`config.mk`:
```
export PLATFORM = sky130hd
export DESIGN_NAME = debounce_bank
export DESIGN_NICKNAME = d
export VERILOG_FILES = /design/src/rtl/debounce_bank.sv
export SDC_FILE = /design/constraint.sdc
export NUM_CORES = 1
export LEC_CHECK = 0
export BUFFER_PORTS_ARGS = -buffer_cell sky130_fd_sc_hd__buf_2
export CAP_MARGIN = 20
export CELL_PAD_IN_SITES_DETAIL_PLACEMENT = 1
export CELL_PAD_IN_SITES_GLOBAL_PLACEMENT = 2
export CORE_ASPECT_RATIO = 0.6
export CORE_MARGIN = 4
export CORE_UTILIZATION = 33
export DETAILED_ROUTE_END_ITERATION = 6
export GPL_TIMING_DRIVEN = 0
export PLACE_DENSITY_LB_ADDON = 0.05
export SYNTH_ARGS = -nofsm -noshare
export SYNTH_HDL_FRONTEND = slang
export SYNTH_SLANG_ARGS = --single-unit
```
`constraint.sdc`:
```
create_clock -name clk -period 1 [get_ports clk]
set_input_delay 0.1 -clock clk [delete_from_list [all_inputs] [get_ports clk]]
set_output_delay 0.1 -clock clk [all_outputs]
set_load 0.05 [all_outputs]
```
`src/rtl/debounce_bank.sv`:
```
// debounce_bank: per-channel input synchroniser with a tick-gated stability counter.
// Define DEBOUNCE_BANK_EDGE_EN to build the registered rise/fall/changed pulse outputs.
module debounce_bank #(
    parameter int CHANNELS    = 4,
    parameter int STABLE_CNT  = 16,
    parameter int PRESCALE    = 1,
    parameter bit RESET_LEVEL = 1'b0
) (
    input  logic                clk,
    input  logic                rst_n,
    input  logic [CHANNELS-1:0] in,
    output logic [CHANNELS-1:0] out,
    output logic [CHANNELS-1:0] rise,
    output logic [CHANNELS-1:0] fall,
    output logic                changed
);

    localparam int CW = $clog2(STABLE_CNT + 1);
    localparam int PW = (PRESCALE > 1) ? $clog2(PRESCALE) : 1;
    localparam logic [CW-1:0] CNT_LAST = CW'(STABLE_CNT - 1);
    localparam logic [CW-1:0] CNT_ONE  = CW'(1);
    localparam logic [PW-1:0] PRE_LAST = PW'(PRESCALE - 1);
    localparam logic [PW-1:0] PRE_ONE  = PW'(1);
    localparam logic [CHANNELS-1:0] RST_VEC = {CHANNELS{RESET_LEVEL}};

    logic [CHANNELS-1:0]         sync1_r;
    logic [CHANNELS-1:0]         sync2_r;
    logic [CHANNELS-1:0]         out_r;
    logic [CHANNELS-1:0][CW-1:0] cnt_r;
    logic [CHANNELS-1:0][CW-1:0] cnt_nxt_s;
    logic [CHANNELS-1:0]         toggle_s;
    logic [PW-1:0]               pre_r;
    logic                        tick_s;

    // Shared sample tick: last count of the free-running prescaler.
    always_comb begin
        if (pre_r == PRE_LAST) begin
            tick_s = 1'b1;
        end else begin
            tick_s = 1'b0;
        end
    end

    // Per-channel stability count; an agreeing sample restarts the count, the
    // final disagreeing sample toggles the output instead of incrementing.
    always_comb begin
        cnt_nxt_s = cnt_r;
        toggle_s  = '0;
        for (int i = 0; i < CHANNELS; i++) begin
            if (!tick_s) begin
                cnt_nxt_s[i] = cnt_r[i];
            end else if (sync2_r[i] == out_r[i]) begin
                cnt_nxt_s[i] = '0;
            end else if (cnt_r[i] == CNT_LAST) begin
                cnt_nxt_s[i] = '0;
                toggle_s[i]  = 1'b1;
            end else begin
                cnt_nxt_s[i] = cnt_r[i] + CNT_ONE;
            end
        end
    end

    // Synchroniser, prescaler, counters and debounced level.
    always_ff @(posedge clk or negedge rst_n) begin
        if (!rst_n) begin
            sync1_r <= RST_VEC;
            sync2_r <= RST_VEC;
            out_r   <= RST_VEC;
            cnt_r   <= '0;
            pre_r   <= '0;
        end else begin
            sync1_r <= in;
            sync2_r <= sync1_r;
            out_r   <= out_r ^ toggle_s;
            cnt_r   <= cnt_nxt_s;
            if (tick_s) begin
                pre_r <= '0;
            end else begin
                pre_r <= pre_r + PRE_ONE;
            end
        end
    end

    assign out = out_r;

`ifdef DEBOUNCE_BANK_EDGE_EN
    logic [CHANNELS-1:0] rise_r;
    logic [CHANNELS-1:0] fall_r;
    logic                changed_r;

    // Edge pulses registered on the same edge as the toggle so they align with the new level.
    always_ff @(posedge clk or negedge rst_n) begin
        if (!rst_n) begin
            rise_r    <= '0;
            fall_r    <= '0;
            changed_r <= 1'b0;
        end else begin
            rise_r    <= toggle_s & ~out_r;
            fall_r    <= toggle_s & out_r;
            changed_r <= |toggle_s;
        end
    end

    assign rise    = rise_r;
    assign fall    = fall_r;
    assign changed = changed_r;
`else
    assign rise    = '0;
    assign fall    = '0;
    assign changed = 1'b0;
`endif

endmodule

```
==> metrics list <==
- Class of the most critical setup path: reg -> reg
* Crit path max fanout: 3
* Number of storage elements in the synthesis netlist: 32
- For this configuration, the core starts out at a cell density of 0.348.
- Number of vias per cell: 4.23
* H-tree lvl count: 2
- FF/Latch Area: 805 sq um
- Leaving out filler cells and counting taps, the final layout contains 186.
* Aggregate routed wire length: 2200 um
- Overall power of the completed layout: 0.00273 W
* Average footprint of a synthesized cell: 12.7 sq um
* Final antenna-violating net count: 0
- Clk_lat worst skew: 0.27 ns
- Run status: finished with violations
- For this run, the register share of the synthesized area comes to 0.622.
- Worst Setup Start Kind: flop
- The routed layout has 786 vias.
- The pre-antenna-repair detailed-routing pass consisted of 2 iterations.
- Clock-pin slew was measured on the worst setup and hold paths at 0.06 ns.
- The die is 56.4 um tall.
* Clock tree from TritonCTS: yes
- In this run, placement finished with an instance count of 165.
- Pin count of the biggest net entering global routing: 33
- Parity-gate share of the synthesized area counting xor and xnor cells: 0.0816
* Setup repair after global routing missed its margin: true
- Number of distinct library cell variants in the gate-level netlist after synthesis: 16
- Number of fill cells in the layout: 385
- After floorplanning, the core was divided into 17 placement rows.
- Overall die width: 88.6 um
- The number of global-route vias before repair was 803.
- For this block, the initial DRC count from the detailed router was 22.
* Overall overflow remaining after global route: 0
* Violated checks: negative setup slack
* Worst min-delay path category: in -> async
- Across the run, the number of max-cap violations was 0.
* Required time of the critical path: 1.15 ns
- Setup violations remaining at the end of the flow were counted as 21.
- The compound-cell area share of the yosys netlist came to 0.0155.
* Share of the clock period used by the worst path: 1.22
- Hold Violations, Final: 0
- In this run, CTS created clock tree buffers numbering 5.
- Input/output buffers: 9
- Minimum period implied by the final worst setup slack: 1.22 ns
* Arrival time reported for the critical path endpoint: 1.38 ns
* Antenna violations before repair: 0
* Combined global-route utilization of all metal layers: 0.0936
- Of the total synthesized cell area, the portion taken by AND, OR, NAND and NOR gates is 0.143.
- Clock Root Buffer: clkbuf_8
- The number of slew-limit violations in the final report was 0.
- In the routed design, unresolved DRC markers number 0.
- Detailed placement finished with a half-perimeter wire length of 1410 um.
- Multiplexer area fraction after synthesis: 0.0350
- Post-Synthesis Cells: 101
- Area added between synthesis and finish: 44.9%
* Total number of yosys warnings: 0
- Clk sink count: 32
- First-pass GRT wire length: 3590 um
- For this design, the slowest cell found on the critical path is dfrtp_1.
- The die covers 5000 sq um.
* Core area: 3700 sq um
- Share of final-layout standard cells stronger than drive strength 1: 0.482
- Counting along the longest clock path gives a buffer depth of 2.
- Clock Skew: 0.00329 ns
- Cell Area, Synth: 1290 sq um
* Chain of cells forming the critical path: ha_2, nand3_4, nor2_2, mux2_4
* Weighted congestion at the end of routability-driven global placement: 0.640
* Top-Level Pins: 19
- The worst-case IR drop observed on VDD is 0.772 mV.
* Endpoint class of the critical path: flop
- For this run, the slowest stage of the critical path takes 0.38 ns.
* Maximum operating frequency: 0.818 GHz
- The multi-input combinational cells in the finished layout cover a total of 626 sq um.
- Post-layout nets: 149
- Setup slack at placement: -0.249 ns
- 0 antenna diodes ended up in the layout.
- After synthesis, the largest family of logic cells by area is simple AND/OR/NAND/NOR gates.
- Worst-case setup margin in the final layout: -0.223 ns
- Of the total synthesized cell area, the portion taken by full adders, half adders and majority gates is 0.0389.
* Final routed wire length divided by cell count: 11.8 um
- Dividing total power by cell area gives a power density of 1460 nW/um^2.
- Leak pwr: 0.881 nW
## repair_timing
| item | CTS | global route |
|---|---|---|
| resized for setup | 15 | 28 |
| hold buffers | 5 | 0 |
| pin swaps | 5 | 8 |
| setup buffers | 6 | 4 |
| setup endpoints to repair | 23 | 59 |
| hold endpoints to repair | 36 | 0 |
## worst max-delay path: cells and delay by family, from the launching register on
kind / cells / cell delay [ns]
adder cells (fa/ha/maj): 1 / 0.22
flip-flops: 1 / 0.38
multiplexers: 1 / 0.31
AND/OR/NAND/NOR: 2 / 0.20
## cell type report
cell class	instances	share of cell area
sequential	32	0.431
multi-input combinational	65	0.335
timing repair buffer	23	0.108
clock buffer	7	0.0516
buffer	9	0.0362
tap	47	0.0315
inverter	3	0.00604
## metrics by stage
| step | instance area (sq um) | hold WS [ns] | utilization | setup TNS [ns] |
|---|---|---|---|---|
| 2_1_floorplan | 1330 | -0.196 | - | -1.21 |
| 3_3_place_gp | 1440 | 0.189 | 0.388 | -1.87 |
| 3_5_place_dp | 1440 | 0.195 | 0.388 | -1.92 |
| 4_1_cts | 1690 | 0.351 | 0.456 | -1.56 |
| 5_1_grt | 1870 | 0.357 | 0.504 | -3.34 |
| 6_report | 1870 | 0.330 | 0.504 | -2.13 |
## Yosys cell counts (all sizes together)
master | n | area share
dfrtp | 32 | 0.62
mux2 | 4 | 0.035
conb | 1 | 0.0029
nor2 | 15 | 0.050
and3 | 4 | 0.020
and2 | 5 | 0.026
buf | 9 | 0.052
nand3 | 8 | 0.047
inv | 3 | 0.0087
xor2 | 12 | 0.082
o21ai | 4 | 0.016
ha | 4 | 0.039
## cells in the final DEF (no fill, tap or decap), types with 4 or more instances in the layout
master | Yosys | final
nor2_1 | 12 | 10
conb_1 | 1 | 9
xor2_1 | 12 | 9
buf_2 | 0 | 4
buf_4 | 9 | 15
dfrtp_1 | 32 | 29
dlygate4sd3_1 | 0 | 5
buf_6 | 0 | 7
clkbuf_8 | 0 | 7
mux2_4 | 0 | 4
and3_4 | 0 | 4
nand3_4 | 0 | 4
## power breakdown
group	switching, W	total, W	internal [W]	leakage (nW)
combinational	0.000170	0.000301	0.000131	0.418
clock	0.000417	0.00103	0.000612	0.0503
sequential	0.0000511	0.00140	0.00135	0.413
## cell families (layout without fill, tap and decap cells)
group	count (synthesis)	in the layout
AOI/OAI and AO/OA	4	4
xor gates and xnor gates	12	12
adders and majority gates	4	4
buffers and inverters	12	42
DFF	32	32
muxes	4	4
other	1	9
and+or+nand+nor	32	32
## worst paths after layout
check | slack (ns) | end | cells past startpoint | start
max | -0.22 | flop | 4 | cnt_r[15]$_DFF_PN0_
min | 0.33 | sync1_r[0]$_DFF_PN0_ | 2 | rst_n
max reg2reg | -0.22 | flop | 4 | cnt_r[15]$_DFF_PN0_
min reg2reg | 0.35 | sync2_r[2]$_DFF_PN0_ | 0 | sync1_r[2]$_DFF_PN0_
max in group asynchronous | 0.34 | asynchronous set/reset pin | 2 | rst_n
min in group clk | 0.35 | sync2_r[2]$_DFF_PN0_ | 0 | sync1_r[2]$_DFF_PN0_
## per-layer routing
layer	vias to the layer above	part of all wire	wire length, um	track usage
met4	0	0.0036	8	0.0194
li1	384	-	-	-
met5	-	0	0	0
met3	2	0.069	151	0.0528
met2	19	0.44	969	0.131
met1	381	0.49	1070	0.126
Note: power is estimated with default switching activity, not from simulation.
